**config.mk**
```make
export PLATFORM = sky130hd
export DESIGN_NAME = key_entry_sequencer
export DESIGN_NICKNAME = d
export VERILOG_FILES = /design/src/rtl/calc_pkg.sv /design/src/rtl/bcd_accumulator.sv /design/src/rtl/key_entry_sequencer.sv
export SDC_FILE = /design/constraint.sdc
export NUM_CORES = 1
export LEC_CHECK = 0
export BUFFER_PORTS_ARGS = -buffer_cell sky130_fd_sc_hd__buf_2
export CORE_MARGIN = 4
export CORE_UTILIZATION = 40
export DETAILED_ROUTE_END_ITERATION = 7
export GPL_ROUTABILITY_DRIVEN = 1
export PLACE_DENSITY = 0.72
export SYNTH_ARGS = -nofsm -noshare
export SYNTH_HDL_FRONTEND = slang
export SYNTH_SLANG_ARGS = --single-unit
export TNS_END_PERCENT = 10
```
**constraint.sdc**
```tcl
create_clock -name clk -period 2.2 [get_ports clk]
set_input_delay 0.22 -clock clk [delete_from_list [all_inputs] [get_ports clk]]
set_output_delay 0.22 -clock clk [all_outputs]
set_load 0.02 [all_outputs]
```
**src/rtl/calc_pkg.sv**
```systemverilog
// Shared definitions for the calculator key-entry front end.
// Holds the keypad codes, the operation codes handed to the calculator
// state machine, the key-entry FSM state encoding and the digit/wait limits.
package calc_pkg;

  // Keypad codes (0-9 are plain digits)
  localparam logic [3:0] KEY_9     = 4'd9;
  localparam logic [3:0] KEY_ADD   = 4'd10;
  localparam logic [3:0] KEY_SUB   = 4'd11;
  localparam logic [3:0] KEY_AND   = 4'd12;
  localparam logic [3:0] KEY_ORR   = 4'd13;
  localparam logic [3:0] KEY_EQ    = 4'd14;
  localparam logic [3:0] KEY_CLEAR = 4'd15;

  // Operation codes presented on op_code
  localparam logic [2:0] OP_ADD = 3'd0;
  localparam logic [2:0] OP_SUB = 3'd1;
  localparam logic [2:0] OP_AND = 3'd2;
  localparam logic [2:0] OP_ORR = 3'd3;
  localparam logic [2:0] OP_EQ  = 3'd4;

  localparam int MAX_DIGITS = 4;
  localparam int WAIT_LIMIT = 255;

  typedef enum logic [2:0] {
    S_IDLE        = 3'd0,
    S_DIGITS      = 3'd1,
    S_SEND_NUM    = 3'd2,
    S_WAIT_STORE  = 3'd3,
    S_SEND_OP     = 3'd4,
    S_WAIT_RESULT = 3'd5
  } state_e;

  // Operator keys 10..14 map one-to-one onto op codes 0..4.
  function automatic logic [2:0] key_to_op(input logic [3:0] key);
    return 3'(key - KEY_ADD);
  endfunction

endpackage

```
**src/rtl/bcd_accumulator.sv**
```systemverilog
// Decimal digit accumulator: next = acc*10 + digit, with a digit count that
// saturates at MAX_DIGITS. Purely combinational; the caller owns the flops.
// Ports:
//   acc_i   current accumulated value
//   cnt_i   digits entered so far
//   digit_i new decimal digit (0-9)
//   acc_o   updated value (unchanged when full)
//   cnt_o   updated digit count (unchanged when full)
//   full_o  high when no further digit may be accepted
module bcd_accumulator
  import calc_pkg::*;
(
  input  logic [15:0] acc_i,
  input  logic [2:0]  cnt_i,
  input  logic [3:0]  digit_i,
  output logic [15:0] acc_o,
  output logic [2:0]  cnt_o,
  output logic        full_o
);

  always_comb begin
    full_o = (cnt_i == 3'(MAX_DIGITS));
    acc_o  = acc_i;
    cnt_o  = cnt_i;
    if (!full_o) begin
      // x*10 as x*8 + x*2; 9999 fits comfortably in 16 bits
      acc_o = (acc_i << 3) + (acc_i << 1) + {12'd0, digit_i};
      cnt_o = cnt_i + 3'd1;
    end
  end

endmodule

```
**src/rtl/key_entry_sequencer.sv**
```systemverilog
// Keypad front end for the calculator: collects up to four decimal digits
// into a binary operand, then hands operand and operation to the calculator
// state machine with a pulse/level-acknowledge handshake.
// Handshake: rec_num pulses one cycle with operand valid; operand stays put
// until guardeNum (level) is seen in WAIT_STORE. rec_op pulses one cycle with
// op_code valid. After EQUALS the block waits for leaResult (level) and
// pulses result_ready. Either wait gives up after WAIT_LIMIT cycles.
// Ports:
//   clk, rst_n          clock, async active-low reset
//   key_valid, key_code one-cycle key strobe and code
//   guardeNum, leaResult acknowledges from the calculator
//   rec_num, rec_op     operand / operation strobes
//   operand, op_code    data for the calculator
//   busy                high outside IDLE/DIGITS
//   key_drop            a non-CLEAR key was ignored
//   result_ready        leaResult seen after EQUALS
//   timeout_err         a wait state expired
//   dbg_state           current FSM state
module key_entry_sequencer
  import calc_pkg::*;
(
  input  logic        clk,
  input  logic        rst_n,
  input  logic        key_valid,
  input  logic [3:0]  key_code,
  input  logic        guardeNum,
  input  logic        leaResult,
  output logic        rec_num,
  output logic        rec_op,
  output logic [15:0] operand,
  output logic [2:0]  op_code,
  output logic        busy,
  output logic        key_drop,
  output logic        result_ready,
  output logic        timeout_err,
  output logic [2:0]  dbg_state
);

  localparam logic [7:0] WAIT_LAST = 8'(WAIT_LIMIT - 1);

  state_e      state_q, state_d;
  logic [15:0] operand_q, operand_d;
  logic [2:0]  cnt_q, cnt_d;
  logic [2:0]  op_q, op_d;
  logic [7:0]  wait_q, wait_d;
  logic        rec_num_q, rec_num_d;
  logic        rec_op_q, rec_op_d;
  logic        busy_q, busy_d;
  logic        key_drop_q, key_drop_d;
  logic        result_ready_q, result_ready_d;
  logic        timeout_q, timeout_d;

  logic [15:0] acc_next;
  logic [2:0]  cnt_next;
  logic        acc_full;
  logic        key_clear, key_digit, key_oper, busy_now;

  bcd_accumulator u_acc (
    .acc_i   (operand_q),
    .cnt_i   (cnt_q),
    .digit_i (key_code),
    .acc_o   (acc_next),
    .cnt_o   (cnt_next),
    .full_o  (acc_full)
  );

  always_comb begin
    state_d        = state_q;
    operand_d      = operand_q;
    cnt_d          = cnt_q;
    op_d           = op_q;
    wait_d         = wait_q;
    rec_num_d      = 1'b0;
    rec_op_d       = 1'b0;
    key_drop_d     = 1'b0;
    result_ready_d = 1'b0;
    timeout_d      = 1'b0;

    key_clear = key_valid && (key_code == KEY_CLEAR);
    key_digit = key_valid && (key_code <= KEY_9);
    key_oper  = key_valid && (key_code >= KEY_ADD) && (key_code <= KEY_EQ);
    busy_now  = !((state_q == S_IDLE) || (state_q == S_DIGITS));

    if (key_clear) begin
      // CLEAR wins over everything, including an acknowledge this cycle
      state_d   = S_IDLE;
      operand_d = '0;
      cnt_d     = '0;
      op_d      = '0;
      wait_d    = '0;
    end else begin
      if (key_valid && busy_now) key_drop_d = 1'b1;
      unique case (state_q)
        S_IDLE, S_DIGITS: begin
          if (key_digit) begin
            if (acc_full) begin
              key_drop_d = 1'b1;
            end else begin
              operand_d = acc_next;
              cnt_d     = cnt_next;
              state_d   = S_DIGITS;
            end
          end else if (key_oper) begin
            op_d = key_to_op(key_code);
            if (state_q == S_DIGITS) begin
              state_d   = S_SEND_NUM;
              rec_num_d = 1'b1;
            end else begin
              // No digits typed: chain on the calculator's previous result
              state_d  = S_SEND_OP;
              rec_op_d = 1'b1;
            end
          end
        end
        S_SEND_NUM: begin
          state_d = S_WAIT_STORE;
          wait_d  = '0;
        end
        S_WAIT_STORE: begin
          if (guardeNum) begin
            state_d  = S_SEND_OP;
            rec_op_d = 1'b1;
          end else if (wait_q == WAIT_LAST) begin
            state_d   = S_IDLE;
            timeout_d = 1'b1;
            operand_d = '0;
            cnt_d     = '0;
            wait_d    = '0;
          end else begin
            wait_d = wait_q + 8'd1;
          end
        end
        S_SEND_OP: begin
          operand_d = '0;
          cnt_d     = '0;
          wait_d    = '0;
          state_d   = (op_q == OP_EQ) ? S_WAIT_RESULT : S_IDLE;
        end
        S_WAIT_RESULT: begin
          if (leaResult) begin
            state_d        = S_IDLE;
            result_ready_d = 1'b1;
          end else if (wait_q == WAIT_LAST) begin
            state_d   = S_IDLE;
            timeout_d = 1'b1;
            operand_d = '0;
            cnt_d     = '0;
            wait_d    = '0;
          end else begin
            wait_d = wait_q + 8'd1;
          end
        end
        default: state_d = S_IDLE;
      endcase
    end

    busy_d = !((state_d == S_IDLE) || (state_d == S_DIGITS));
  end

  always_ff @(posedge clk or negedge rst_n) begin
    if (!rst_n) begin
      state_q        <= S_IDLE;
      operand_q      <= '0;
      cnt_q          <= '0;
      op_q           <= '0;
      wait_q         <= '0;
      rec_num_q      <= 1'b0;
      rec_op_q       <= 1'b0;
      busy_q         <= 1'b0;
      key_drop_q     <= 1'b0;
      result_ready_q <= 1'b0;
      timeout_q      <= 1'b0;
    end else begin
      state_q        <= state_d;
      operand_q      <= operand_d;
      cnt_q          <= cnt_d;
      op_q           <= op_d;
      wait_q         <= wait_d;
      rec_num_q      <= rec_num_d;
      rec_op_q       <= rec_op_d;
      busy_q         <= busy_d;
      key_drop_q     <= key_drop_d;
      result_ready_q <= result_ready_d;
      timeout_q      <= timeout_d;
    end
  end

  assign rec_num      = rec_num_q;
  assign rec_op       = rec_op_q;
  assign operand      = operand_q;
  assign op_code      = op_q;
  assign busy         = busy_q;
  assign key_drop     = key_drop_q;
  assign result_ready = result_ready_q;
  assign timeout_err  = timeout_q;
  assign dbg_state    = state_q;

endmodule

```
==> flow_metrics.env <==
export IMPL_overflow=0
export IMPL_wl_per_cell_um=13.8
export IMPL_worst_slew_pin_slew_ns=0.517
export IMPL_grt_max_degree=40
export IMPL_cts_buffer_depth=2
export IMPL_areaGrowthSynthToFinish_pct=22.4
export IMPL_place_gp_congestion=0.857
export IMPL_ys_flop_type="dfrtp_1"
export IMPL_cts_root_buf="clkbuf_8"
export IMPL_cts_buffers=5
export IMPL_fmaxAchievable_mhz=440
export IMPL_relSlewSlack_pct=65.5
export IMPL_postRouteWirelength_mm=6.45
export IMPL_outcome="finished, violations left"
export IMPL_grt_pass1_vias=2445
export IMPL_violations="setup timing"
export IMPL_core_area_um2=6790
export IMPL_hold_class="input pin to flop"
export IMPL_cts_clk_slew_worst_paths_ns=0.08
export IMPL_startpoint_type="flop"
export IMPL_avgSynthCellArea_um2=8.79
export IMPL_grt_pass1_wl_mm=11.2
export IMPL_p_int_mw=2.91
export IMPL_drc=0
export IMPL_n_antenna_cell=0
export IMPL_syn_nets=361
export IMPL_synth_cell_types=53
export IMPL_drtIter0Drc=57
export IMPL_drt_pass1_iterations=4
export IMPL_finalSetupViolCount=4
export IMPL_p_leak_nw=1.62
export IMPL_synth_async_reset_ratio_pct=100
export IMPL_die_h_um=91.7
export IMPL_fin_skew_ns=0.00586
export IMPL_slew_viol_final=0
export IMPL_combPwrFrac_pct=63.5
export IMPL_netSwitchingPower_mw=2.53
export IMPL_grt_setup_unrepaired="yes"
export IMPL_clock_sinks=39
export IMPL_htreeDepth=2
export IMPL_timing_hold_violations_final=0
export IMPL_path_cells="inv_2 > fa_1 > fa_2 > nor2b_4 > o31a_1 > o31ai_2 > a21oi_1 > a41oi_1 > o21ai_1"
export IMPL_synth_area_top_cells="dfrtp_1 35%, ha_1 14%, nand2_1 5.2%"
export IMPL_clk_latency_ns=0.29
export IMPL_ant_nets=0
export IMPL_vdd_drop_max_v=0.000798
export IMPL_track_usage_pct=15.9
export IMPL_crit_family="compound AO/OA/AOI/OAI gates"
export IMPL_ys_seq_elements=39
export IMPL_switching_share_pct=46.5
export IMPL_dpl_hpwl_mm=4.79
export IMPL_synth_top_area_share_pct=34.8
export IMPL_ys_seq_area_share_pct=34.8
export IMPL_rows=30
export IMPL_finalNetCount=414
export IMPL_drive_gt1_share_pct=27.1
export IMPL_fp_dieArea_um2=8410
export IMPL_floorplan_initialDensity_pct=41.3
export IMPL_n_fill_cell=633
export IMPL_clockPowerShare_pct=11.7
export IMPL_reg2reg_depth=9
export IMPL_max_cap_viol_count=0
export IMPL_min_period_ns=2.27
export IMPL_yosys_warnings=0
export IMPL_crit_fanout=3
export IMPL_place_area_um2=3260
export IMPL_via_count=2479
export IMPL_synthesis_area_um2=2800
export IMPL_io_buffer_count=36
export IMPL_crit_buf_inv=1
export IMPL_p_seq_share_pct=24.8
export IMPL_cp_arrival_ns=2.44
export IMPL_post_route_cell_area_um2=3430
export IMPL_max_stage_delay_ns=0.55
export IMPL_grt_antenna_before_repair=0
export IMPL_synth_largest_area_cell="dfrtp_1"
export IMPL_cp_num_cells=9
export IMPL_holdPathStages=3
export IMPL_finalCritPeriodShare_pct=103
export IMPL_cts_tree="yes"
export IMPL_synthTopCellsByCount="39 x dfrtp_1, 39 x nand2_1, 31 x ha_1"
export IMPL_fp_dieW_um=91.7
export IMPL_viasPerCell=5.29
export IMPL_powerDensity_nw_per_um2=1590
export IMPL_synth_edff_count=0
export IMPL_ios=37
export IMPL_slowest_stage="fa_1"
export IMPL_syn_inst=319
export IMPL_worstSetupPathType="flop to flop"
export IMPL_timing_final_ws_setup_ns=-0.0729
export IMPL_end_kind="flop"
export IMPL_finalPower_mw=5.44
export IMPL_required_ns=2.37
## routing by layer
layer	track usage (%)	wire, µm	up-vias
met5	0	0	-
met4	2.85	28	0
met3	3.45	220	4
met2	26.8	3140	35
met1	21.1	3060	1188
li1	-	-	1252
## worst min-delay path: stages
cell and delay [ns]:
buf_2 0.13, nand2_1 0.07, a21oi_1 0.04
## power by group through the flow
stage	clock network, mW	logic [mW]	registers (mW)
after CTS	0.658	3.43	1.35
after global routing	0.687	3.86	1.40
final	0.636	3.45	1.35
after floorplan	0	2.22	1.50
after detailed placement	0	3.30	1.36
after global placement	0	3.22	1.36
## layout make-up
cell class	count	area [µm²]	area share (%)
inverters	14	52.6	1.53
well taps	96	120	3.50
multi-input cells	255	1810	52.7
clock buffers	6	82.6	2.41
flip-flops and latches	39	980	28.6
clock inverters	2	35.0	1.02
repair buffers	57	353	10.3
## path summary, 6_finish.rpt
path	slack [ns]	from	endpoint
max	-0.07	operand[2]$_DFFE_PN0P_	operand[12]$_DFFE_PN0P_
min	0.20	key_valid	key_drop$_DFF_PN0_
max reg2reg	-0.07	operand[2]$_DFFE_PN0P_	operand[12]$_DFFE_PN0P_
min reg2reg	0.49	operand[15]$_DFFE_PN0P_	operand[15]$_DFFE_PN0P_
max in group asynchronous	1.31	rst_n	operand[2]$_DFFE_PN0P_
min in group asynchronous	0.51	rst_n	dbg_state[1]$_DFF_PN0_
## per-stage QoR
| step | util (%) | setup WS, ns | hold slack (ns) | setup TNS, ns | cells |
|---|---|---|---|---|---|
| after floorplan | - | -0.0267 | -0.0756 | -0.0642 | 319 |
| after global placement | 47.9 | -0.0709 | 0.312 | -0.286 | 459 |
| after detailed placement | 47.9 | -0.109 | 0.320 | -0.434 | 459 |
| after CTS | 50.4 | -0.0528 | 0.190 | -0.190 | 469 |
| after global routing | 50.5 | -0.200 | 0.203 | -0.970 | 469 |
| final | 50.5 | -0.0729 | 0.203 | -0.217 | 469 |
## cell usage in the layout (no fill, tap or decap), types with 5 or more instances in the layout
cell type	netlist	layout
a21oi_1	19	15
and3_1	5	5
buf_2	3	36
buf_4	3	19
clkbuf_8	0	6
dfrtp_1	39	36
ha_1	31	26
inv_1	13	9
inv_2	1	5
nand2_1	39	39
nand3_1	12	12
nand4_1	6	6
nor2_1	26	26
nor3_1	5	5
o21ai_0	14	13
o21ai_1	21	22
xnor2_1	7	7
## flip-flops by register name, indices dropped and copies added, names as in the netlist
name          count
busy              1
cnt_q             3
dbg_state         3
key_drop          1
op_code           3
operand          16
rec_num           1
rec_op            1
result_ready      1
timeout_err       1
wait_q            8
## logic make-up (layout without fill, tap and decap cells)
kind of cell    after synthesis  in the layout  share of synthesized area [%]
simple gates                117            117                           20.3
compound gates               90             90                           20.7
flops                        39             39                           34.8
fa+ha+maj                    33             33                           15.3
buf+inv                      25             79                           4.15
xor+xnor                     11             11                           3.44
mux                           4              4                           1.43
## what timing repair did
item	CTS	global route
endpoints found under the hold margin	22	0
resized for setup	8	3
pin swaps	7	7
endpoints found under the setup margin	8	9
hold buffers	1	0
setup buffers	1	0
No activity file was read; power rests on OpenSTA's default activity.
